--- src/rtl/uart_pkg.sv ---
// Shared UART TX definitions: sequencer state encoding, line-mux select codes and parity types.
package uart_pkg;

  typedef enum logic [2:0] {
    ST_IDLE   = 3'd0,
    ST_START  = 3'd1,
    ST_DATA   = 3'd2,
    ST_PARITY = 3'd3,
    ST_STOP   = 3'd4
  } tx_state_e;

  localparam logic [1:0] MUX_START = 2'b00;
  localparam logic [1:0] MUX_STOP  = 2'b01;
  localparam logic [1:0] MUX_DATA  = 2'b10;
  localparam logic [1:0] MUX_PAR   = 2'b11;

  localparam logic PAR_EVEN = 1'b0;
  localparam logic PAR_ODD  = 1'b1;

endpackage

--- src/rtl/uart_parity_calc.sv ---
// Combinational parity of the payload; odd type inverts the even result. Zero latency, no flow control.
module uart_parity_calc
  import uart_pkg::*;
#(
  parameter int DATA_WIDTH = 8
) (
  input  logic [DATA_WIDTH-1:0] i_data,
  input  logic                  i_par_typ,
  output logic                  o_par_bit
);

  assign o_par_bit = (^i_data) ^ (i_par_typ == PAR_ODD);

endmodule

--- src/rtl/uart_tx_ctrl.sv ---
// Frame sequencer: accepts a payload, walks START/DATA/PARITY/STOP and drives the line mux and busy.
// Accepts in IDLE or STOP (back-to-back, no gap); DATA_VALID is ignored mid-frame, so upstream holds it.
module uart_tx_ctrl
  import uart_pkg::*;
#(
  parameter int DATA_WIDTH = 8
) (
  input  logic                  CLK,
  input  logic                  RST,
  input  logic                  DATA_VALID,
  input  logic [DATA_WIDTH-1:0] P_DATA,
  input  logic                  PAR_EN,
  input  logic                  PAR_TYP,
  input  logic                  ser_done,
  input  logic                  ser_data,
  output logic                  ser_en,
  output logic [1:0]            mux_sel,
  output logic                  TX_OUT,
  output logic                  busy,
  output logic                  frame_err
);

  tx_state_e r_state;
  tx_state_e w_next_state;
  logic      r_par_en;
  logic      r_par_bit;
  logic      r_frame_err;
  logic      w_accept;
  logic      w_par_bit;

  uart_parity_calc #(
    .DATA_WIDTH(DATA_WIDTH)
  ) u_parity (
    .i_data   (P_DATA),
    .i_par_typ(PAR_TYP),
    .o_par_bit(w_par_bit)
  );

  always_ff @(posedge CLK or negedge RST) begin
    if (!RST) begin
      r_state     <= ST_IDLE;
      r_par_en    <= 1'b0;
      r_par_bit   <= 1'b0;
      r_frame_err <= 1'b0;
    end else begin
      r_state <= w_next_state;
      if (w_accept) begin
        r_par_en  <= PAR_EN;
        r_par_bit <= w_par_bit;
      end
      // A serializer still reporting done while START is on the line missed our load pulse.
      if (r_state == ST_START && ser_done) begin
        r_frame_err <= 1'b1;
      end
    end
  end

  always_comb begin
    w_next_state = r_state;
    w_accept     = 1'b0;
    mux_sel      = MUX_STOP;
    busy         = 1'b0;
    case (r_state)
      ST_IDLE: begin
        if (DATA_VALID) begin
          w_accept     = 1'b1;
          w_next_state = ST_START;
        end
      end
      ST_START: begin
        mux_sel      = MUX_START;
        busy         = 1'b1;
        w_next_state = ST_DATA;
      end
      ST_DATA: begin
        mux_sel = MUX_DATA;
        busy    = 1'b1;
        if (ser_done) begin
          w_next_state = r_par_en ? ST_PARITY : ST_STOP;
        end
      end
      ST_PARITY: begin
        mux_sel      = MUX_PAR;
        busy         = 1'b1;
        w_next_state = ST_STOP;
      end
      ST_STOP: begin
        busy = 1'b1;
        if (DATA_VALID) begin
          w_accept     = 1'b1;
          w_next_state = ST_START;
        end else begin
          w_next_state = ST_IDLE;
        end
      end
      default: begin
        w_next_state = ST_IDLE;
      end
    endcase
  end

  // Select decodes from the registered state, so reset forces the stop/idle level without passing 0.
  always_comb begin
    TX_OUT = 1'b1;
    case (mux_sel)
      MUX_START: TX_OUT = 1'b0;
      MUX_STOP:  TX_OUT = 1'b1;
      MUX_DATA:  TX_OUT = ser_data;
      MUX_PAR:   TX_OUT = r_par_bit;
      default:   TX_OUT = 1'b1;
    endcase
  end

  assign ser_en    = w_accept;
  assign frame_err = r_frame_err;

endmodule

--- config.mk ---
export PLATFORM = sky130hd
export DESIGN_NAME = uart_tx_ctrl
export DESIGN_NICKNAME = d
export VERILOG_FILES = /design/src/rtl/uart_pkg.sv /design/src/rtl/uart_parity_calc.sv /design/src/rtl/uart_tx_ctrl.sv
export SDC_FILE = /design/constraint.sdc
export NUM_CORES = 1
export LEC_CHECK = 0
export CAP_MARGIN = 0
export CELL_PAD_IN_SITES_DETAIL_PLACEMENT = 0
export CELL_PAD_IN_SITES_GLOBAL_PLACEMENT = 1
export CORE_MARGIN = 3
export CORE_UTILIZATION = 22
export DETAILED_ROUTE_END_ITERATION = 8
export PLACE_DENSITY_LB_ADDON = 0.15
export RECOVER_POWER = 50
export SETUP_SLACK_MARGIN = 0.5
export SLEW_MARGIN = 20
export SYNTH_ARGS = -nofsm -noshare
export SYNTH_HDL_FRONTEND = slang
export SYNTH_SLANG_ARGS = --single-unit
--- constraint.sdc ---
create_clock -name CLK -period 1 [get_ports CLK]
set_clock_uncertainty 0.05 [all_clocks]
set_input_delay 0.2 -clock CLK [delete_from_list [all_inputs] [get_ports CLK]]
set_output_delay 0.2 -clock CLK [all_outputs]
set_load 0.02 [all_outputs]
==> metrics.md <==
| Metric | Value |
|---|---|
| Status | finished with violations |
| Unrepaired setup endpoints after global routing | yes |
| I/O Buffers | 20 |
| Rows | 14 |
| Post-Place Cells | 84 |
| Flop2flop setup slack | -0.29 ns |
| Wire per inst | 10.4 um |
| N_diodes | 0 |
| Area Overhead vs Synth | 131% |
| Pre-CTS setup slack | -0.668 ns |
| Power share of the combinational group | 68.9% |
| Post-route DRC | 0 |
| Mapped cell area | 373 um2 |
| RR Endpoint | r_state[1]$_DFFE_PN0P_ |
| Final ANT Viol Nets | 0 |
| GPL Wtd Cong | 0.669 |
| Fin. Hold Viols | 6 |
| Synth Flop Type | dfrtp_1 |
| Nets | 96 |
| Sequential Power Share | 21.1% |
| WP data required | 0.75 ns |
| Initial antenna violation count | 0 |
| Worst hold path type | in2async |
| Chip height | 47.2 um |
| Pwr dens | 2730 nW/um2 |
| Initial Utilization | 23.9% |
| TritonCTS Buffers | 3 |
| Final setup TNS | -3.00 ns |
| Vias/cell | 4.30 |
| Via count | 413 |
| GRT overflow | 0 |
| Crit start category | flop |
| Crit. Startpoint | r_state[1]$_DFFE_PN0P_ |
| Relative slew slack | 79.4% |
| Power Total | 2.35 mW |
| First-pass GRT wire length | 1.63 mm |
| Detailed Place HPWL | 718 um |
| Clk pwr share | 9.9% |
| Post-layout min period | 1.42 ns |
| Finished Layout Cells | 96 |
| Die Wd | 47.2 um |
| Largest net degree at the start of global routing | 7 |
| Vias in the first global route | 392 |
| Hold WS | -0.233 ns |
| Critical path peak fanout | 6 |
| Max frequency | 705 MHz |
| Finish-stage setup viols | 12 |
| Seq/Total Area, Yosys | 40.3% |
| Critical path class | reg2out |
| Ys Warns | 0 |
| Maximum clock path buffer count | 2 |
| Met2 routed WL | 510 um |
| Total Routed Length | 995 um |
| Top-area cell type share of the netlist area | 40.3% |
| Clock-pin slew on the worst setup and hold paths | 0.05 ns |
| Critical path arrival | 1.17 ns |
| WL met1 | 414 um |
| Worst Max-Slew Pin Slew | 0.310 ns |
| Synth Net Count | 56 |
| Core ar. | 1560 um2 |
| Root Driver | clkbuf_4 |
| Worst setup EP type | output port |
| Met3 WL | 70 um |
| Number of synthesized register bits | 6 |
| EDFF count, synth | 0 |
| Worst reg-to-reg path cell count | 7 |
| Max_cap viols | 0 |
| Internal power | 1.48 mW |
| All-Layer GR Usage | 11.0% |
| Mean Syn Cell Area | 9.09 um2 |
| Switching share of total power | 37.2% |
| Share of cells above drive strength 1 | 53.8% |
| H-tree levels | 1 |
| I/O pin total | 21 |
| Tcrit/Tclk final | 142% |
| Violated checks | negative hold slack, negative setup slack |
| Pre-antenna DRT Iters | 1 |
| Slew Limit Fails | 0 |
| Synth Instances | 41 |
| Synth area leaders | dfrtp_1 40%, xnor2_1 12%, nand2b_1 6.7%, nor2b_1 6.7%, xnor3_1 6.0% |
| Top routing layer in use | met3 |
| Static power due to leakage | 0.389 nW |
| Count leader, synth | dfrtp_1 |
| Worst vdd ir | 1410 uV |
| Top cell type by total area after synthesis | dfrtp_1 |
| Post-synthesis cell type count | 14 |
| Setup ws final | -0.419 ns |
| Hold Buf Count CTS | 0 |
| Clock Latency Late Sink | 0.24 ns |
| Initial DRC count | 0 |
| Die area | 2230 um2 |
| Worst r2r src | r_state[1]$_DFFE_PN0P_ |
| Async set-or-reset flop fraction in the synthesized netlist | 100% |
| Net load switching power | 874 uW |
| Clock sink count | 6 |
| Commonest cells in the netlist | 6 x dfrtp_1, 5 x xnor2_1, 4 x nand2_1, 4 x nand2b_1, 4 x nor2b_1 |
| TritonCTS clock tree | yes |
[per-stage QoR]
stage	area (um2)	hold slack (ns)	util [%]
floorplan	443	-0.146	-
global placement	716	0.398	45.9
detailed placement	716	0.403	45.9
CTS	845	0.147	54.2
global route	861	-0.232	55.2
finish	861	-0.233	55.2
[repair_timing]
action	CTS	global route
resized for setup	55	5
endpoints found under the hold margin	0	6
endpoints found under the setup margin	12	16
pin swaps	7	10
buffers inserted	7	1
[power groups by stage]
| stage | Combinational (mW) | Sequential, mW | Clock (mW) |
|---|---|---|---|
| 2_1_floorplan | 0.697 | 0.489 | 0 |
| 6_report | 1.62 | 0.497 | 0.233 |
| 3_5_place_dp | 1.20 | 0.500 | 0 |
| 3_3_place_gp | 1.20 | 0.498 | 0 |
| 4_1_cts | 1.56 | 0.492 | 0.244 |
| 5_1_grt | 1.75 | 0.517 | 0.263 |
[how the worst max path moves through the flow]
stage	end	slack, ns	depth (start not counted)
final	mux_sel[0]	-0.42	3
after global routing	TX_OUT	-0.48	5
after CTS	ser_en	-0.44	4
after detailed placement	ser_en	-0.67	4
after global placement	ser_en	-0.67	4
after floorplan	r_par_bit$_DFFE_PN0P_	-0.1	4
[cell type report]
class | instances | area (um2)
Clock buffer | 4 | 26.3
Fill cell | 161 | 698
Inverter | 2 | 10.0
Multi-Input combinational cell | 33 | 312
Sequential cell | 6 | 155
Tap cell | 16 | 20.0
Timing Repair Buffer | 35 | 338
[state kept, by name, summed over array words and instances, names as in the netlist]
name and cells:
r_par_bit 1, frame_err 1, r_par_en 1, r_state 3
[cell families (layout without fill, tap and decap cells)]
family | Yosys count | count (layout) | synth area share [%]
compound gates | 8 | 8 | 12.1
xor+xnor | 8 | 8 | 22.5
buf+inv | 2 | 41 | 2.01
flops | 6 | 6 | 40.3
simple gates | 17 | 17 | 23.2
[metal layers]
| layer | track usage [%] | vias to the layer above |
|---|---|---|
| met5 | 0 | - |
| met4 | 4.97 | 0 |
| met3 | 3.45 | 0 |
| met2 | 17.3 | 20 |
| met1 | 13.6 | 180 |
| li1 | - | 213 |
[cell usage in the layout (no fill, tap or decap), drive strengths merged]
cell type | Yosys | routed
buf | 0 | 21
clkdlybuf4s50 | 0 | 7
dfrtp | 6 | 6
dlygate4sd2 | 0 | 5
clkbuf | 0 | 5
xnor2 | 5 | 5
nand2b | 4 | 4
nand2 | 4 | 4
nor2b | 4 | 4
a21oi | 3 | 3
o21ai | 3 | 3
nor2 | 3 | 3
a21o | 2 | 2
xor2 | 2 | 2
inv | 2 | 2
nand3 | 2 | 2
xnor3 | 1 | 1
clkdlybuf4s15 | 0 | 1
[critical path, cell delays in order (launching register included)]
cell and delay [ns]:
dfrtp_2 0.46, nand2b_1 0.16, a21o_1 0.18, buf_6 0.13
(Power assumes the default switching activity.)
